**config.mk**
```make
export PLATFORM = sky130hd
export DESIGN_NAME = conv_pool
export DESIGN_NICKNAME = d
export VERILOG_FILES = /design/src/rtl/conv_pool.sv
export SDC_FILE = /design/constraint.sdc
export NUM_CORES = 1
export LEC_CHECK = 0
export CORE_ASPECT_RATIO = 1.4
export CORE_UTILIZATION = 45
export DETAILED_ROUTE_END_ITERATION = 12
export SETUP_SLACK_MARGIN = 0.02
export SLEW_MARGIN = 20
export SYNTH_ARGS = -nofsm -noshare
export SYNTH_HDL_FRONTEND = slang
export SYNTH_SLANG_ARGS = --single-unit
export TNS_END_PERCENT = 20
```
**constraint.sdc**
```tcl
create_clock -name clk -period 7.7 [get_ports clk]
set_input_delay 1.54 -clock clk [delete_from_list [all_inputs] [get_ports clk]]
set_output_delay 1.54 -clock clk [all_outputs]
set_load 0.01 [all_outputs]
```
**src/rtl/conv_pool.sv**
```systemverilog
// ReLU followed by 2x2 stride-2 max-pool over a raster stream of OW x OH samples.
// Horizontal pairs are reduced first; even-row results wait in a half-width line buffer.
module conv_pool #(
  parameter int OW = 26,
  parameter int OH = 26,
  parameter int DW = 32
) (
  input  logic          clk,
  input  logic          reset,
  input  logic          clear,
  input  logic [DW-1:0] in_data,
  input  logic          in_valid,
  output logic [DW-1:0] out_data,
  output logic          out_valid,
  output logic          out_last,
  output logic [9:0]    pool_count
);

  localparam int CW  = (OW > 1) ? $clog2(OW) : 1;
  localparam int RW  = (OH > 1) ? $clog2(OH) : 1;
  localparam int LBN = (OW / 2 > 0) ? OW / 2 : 1;
  localparam int LBW = (LBN > 1) ? $clog2(LBN) : 1;

  localparam logic [CW-1:0] COL_MAX  = CW'(OW - 1);
  localparam logic [RW-1:0] ROW_MAX  = RW'(OH - 1);
  localparam logic [CW-1:0] COL_LAST = CW'(2 * (OW / 2) - 1);
  localparam logic [RW-1:0] ROW_LAST = RW'(2 * (OH / 2) - 1);

  logic [CW-1:0]  col;
  logic [RW-1:0]  row;
  logic [DW-1:0]  pair;
  logic [DW-1:0]  line_buf [LBN];

  logic           beat;
  logic           col_end;
  logic           row_end;
  logic [DW-1:0]  relu_data;
  logic [DW-1:0]  hmax;
  logic [DW-1:0]  lb_rd;
  logic [DW-1:0]  vmax;
  logic [LBW-1:0] lb_idx;
  logic           pair_we;
  logic           lb_we;
  logic           emit;

  // A trailing odd column or row never reaches pair_we/lb_we/emit because its index is even.
  always_comb begin
    beat      = in_valid & ~clear;
    col_end   = (col == COL_MAX);
    row_end   = (row == ROW_MAX);
    relu_data = in_data[DW-1] ? '0 : in_data;
    hmax      = (relu_data > pair) ? relu_data : pair;
    lb_idx    = LBW'(col >> 1);
    lb_rd     = line_buf[lb_idx];
    vmax      = (lb_rd > hmax) ? lb_rd : hmax;
    pair_we   = beat & ~col[0] & ~col_end;
    lb_we     = beat & col[0] & ~row[0] & ~row_end;
    emit      = beat & col[0] & row[0];
  end

  always_ff @(posedge clk or posedge reset) begin
    if (reset) begin
      col <= '0;
      row <= '0;
    end else if (clear) begin
      col <= '0;
      row <= '0;
    end else if (beat) begin
      col <= col_end ? '0 : col + 1'b1;
      if (col_end) begin
        row <= row_end ? '0 : row + 1'b1;
      end
    end
  end

  always_ff @(posedge clk or posedge reset) begin
    if (reset) begin
      pair <= '0;
    end else if (clear) begin
      pair <= '0;
    end else if (pair_we) begin
      pair <= relu_data;
    end
  end

  // Every entry is rewritten on the even row before the odd row reads it.
  always_ff @(posedge clk) begin
    if (lb_we) begin
      line_buf[lb_idx] <= hmax;
    end
  end

  always_ff @(posedge clk or posedge reset) begin
    if (reset) begin
      out_data   <= '0;
      out_valid  <= 1'b0;
      out_last   <= 1'b0;
      pool_count <= '0;
    end else begin
      out_valid <= emit;
      out_last  <= emit & (row == ROW_LAST) & (col == COL_LAST);
      if (emit) begin
        out_data <= vmax;
      end
      if (clear) begin
        pool_count <= '0;
      end else if (emit) begin
        pool_count <= pool_count + 10'd1;
      end else if (out_valid & out_last) begin
        pool_count <= '0;
      end
    end
  end

endmodule
```
==> flow_summary.yaml <==
run_status:
  status: "finished clean"
cts:
  cts.sinks: 487
  cts-root-buf: "clkbuf_16"
  postCtsHoldBufs: 0
  cts_resized: 0
  path_clk_slew_ns: 0.06
  clk_latency_ns: 0.57
  cts.path.max_buffers: 3
  cts_max_level: 2
  postCtsSetupBuffers: 0
  cts_buffers: 45
  tritoncts: "built"
sta:
  setup_viol: 0
  fin_crit_sh: 0.865
  tightestPinTransition_ns: 1.04
  hold_viol_final: 0
  final.setup.tns_ns: 0
  layout_min_cycle_time_ns: 6.66
  relSlewSlack: 0.306
  rsz0062_at_grt: "no"
  max_freq_mhz: 150
  final.setup_skew_ns: 0.0289
  layout_setup_ws_ns: 1.04
  final_max_slew_viol_count: 0
routing:
  wl_per_cell_um: 24.7
  drt_iter0_drc: 1051
  vias_per_cell: 5.78
  dr.pass1.iters: 6
  postRouteAntennaNets: 0
  routed_wl_mm: 49.3
  vias: 11545
  route.detailed.drc: 0
critical_path:
  crit_type: "primary input to flip-flop"
  cp.arrival_ns: 7.10
  r2r_slack_ns: 2.52
  cp.required_ns: 8.14
  crit_path_end_kind: "flip-flop"
  crit_fanout: 32
  cp-start-kind: "primary input"
synthesis:
  syn_area_per_cell_um2: 16.9
  synth-xor-area-share: 0.000829
  yosys-top-cells-area: "edfxtp_1 (57%), mux4_2 (13%), dfrtp_1 (10%)"
  syn-cell-area_um2: 21100
  synth_edf_count: 403
  ys.flop_type: "edfxtp_1"
  yosys_warnings: 0
  syn-num-nets: 1355
  synth_top_area_share: 0.573
  yosys.area.top_type: "edfxtp_1"
  synth.distinct_cells: 55
  ys_ff_latch: 487
  synth_compound_area_frac: 0.0470
  synth_top_family_by_area: "multiplexers"
  synthArstFlopShare: 0.172
  ys_seq_area_frac: 0.672
  synth.most_common_cell: "edfxtp_1"
  synthTopCellsByCount: "edfxtp_1 (403), mux4_2 (124), nand2_1 (103)"
  synthCells: 1253
  synth-simple-area-share: 0.0603
  synth_fa_ha_area_frac: 0.0391
  muxShareOfSynthArea: 0.154
global_route:
  antenna_found_initial: 0
  grt_pass1_vias: 11675
  grt_pass1_wl_mm: 74.1
  grt_max_degree: 66
  overflow: 0
  gr-usage-all-layers: 0.214
final_layout:
  antenna_cells: 0
  regArea_um2: 14200
  fin_nets: 1448
  fin_util: 0.524
  area_growth_pct: 14.6
  multi_input_area_um2: 6490
  finish.instance_area_um2: 24200
  drive_gt1_frac: 0.199
  n_fill_cell: 3753
hold_path:
  hold_path_class: "flip-flop to flip-flop"
pwr:
  peakVddDrop_mv: 0.143
  powerDensity_nw_per_um2: 229
  p_leak_nw: 8.20
  power_w: 0.00554
job:
  cap_violations: 0
floorplanning:
  die_area_um2: 47800
  die_w_um: 185
  start_util: 0.457
  die_h_um: 258
  fp.coreArea_um2: 46200
  io_pins: 80
  row_count: 93
placement:
  pre_cts_ws_ns: 0.416
  gp_congestion: 0.778
  place_area_um2: 22800
  hpwlAfterDp_mm: 29.5
  io_buffers: 78
[state kept, by name, indices dropped and copies added, names as in the netlist]
signal	count
line_buf	403
row	5
out_last	1
col	5
pool_count	10
pair	31
out_valid	1
out_data	31
[cell usage in the layout (no fill, tap or decap), types with 6 or more instances in the layout]
master           instances
nor2b_1                 37
clkbuf_16               46
mux4_2                 124
nand2_1                103
o21ai_0                 31
and3_1                   6
buf_4                   32
clkdlybuf4s50_1         78
nand3_1                 24
a21oi_1                 33
o31ai_1                 22
edfxtp_1               403
dfrtp_1                 80
clkinv_1                 8
inv_1                   64
ha_1                    66
a221o_1                 29
nor2_1                  47
nand4_1                 12
nor2_4                  10
clkbuf_1                15
mux2_4                  28
[through the flow]
stage / hold WS [ns] / instances
after CTS: 0.503 / 1995
after global placement: 0.481 / 1915
after detailed placement: 0.492 / 1915
after global routing: 0.533 / 1996
final: 0.499 / 1996
after floorplan: 0.514 / 1253
[area by class of cell]
cell class,count,area share
clock buffers,64,0.0516
well taps,617,0.0319
multi-input cells,634,0.268
flip-flops and latches,487,0.587
inverters,66,0.0103
repair buffers,112,0.0438
clock inverters,16,0.00677
[worst max-delay path, stage by stage]
cell	delay [ns]
clkdlybuf4s50_1	0.67
buf_4	0.32
nor2b_1	0.31
ha_1	0.33
a21oi_1	0.16
nand2_1	0.07
a21oi_1	0.17
o211ai_1	0.15
o22ai_4	0.16
buf_4	0.30
mux2_2	0.39
inv_1	0.08
ha_1	0.30
nand3_1	0.11
nor4_1	0.58
nand3_1	0.25
a21boi_0	0.22
a31oi_4	0.18
buf_4	0.39
nor2_1	0.10
a221o_1	0.27
[cells by family (layout without fill, tap and decap cells)]
group | Yosys count | in the layout
compound gates | 142 | 142
xor+xnor | 2 | 2
fa+ha+maj | 66 | 66
buf+inv | 132 | 258
flops | 487 | 487
mux | 156 | 156
other cells | 1 | 1
simple gates | 267 | 267
[power breakdown]
part           internal [W]  switching (W)
clock network       0.00123       0.000957
registers           0.00290      0.0000189
logic              0.000179       0.000253
[metal layers]
layer | share of wire | GRT usage | up-vias
met1 | 0.43 | 0.302 | 6064
li1 | - | - | 5073
met5 | 0 | 0 | -
met2 | 0.49 | 0.352 | 330
met3 | 0.048 | 0.0240 | 78
met4 | 0.026 | 0.0657 | 0
[final timing paths]
check,start,to,cells past startpoint
max,in_data[31],out_data[13],21
min,pool_count[9],pool_count[9],1
max reg2reg,col[1],out_data[19],12
min reg2reg,pool_count[9],pool_count[9],1
max in group asynchronous,reset,col[2],3
min in group asynchronous,reset,pair[0],2
Note: power is estimated with default switching activity, not from simulation.
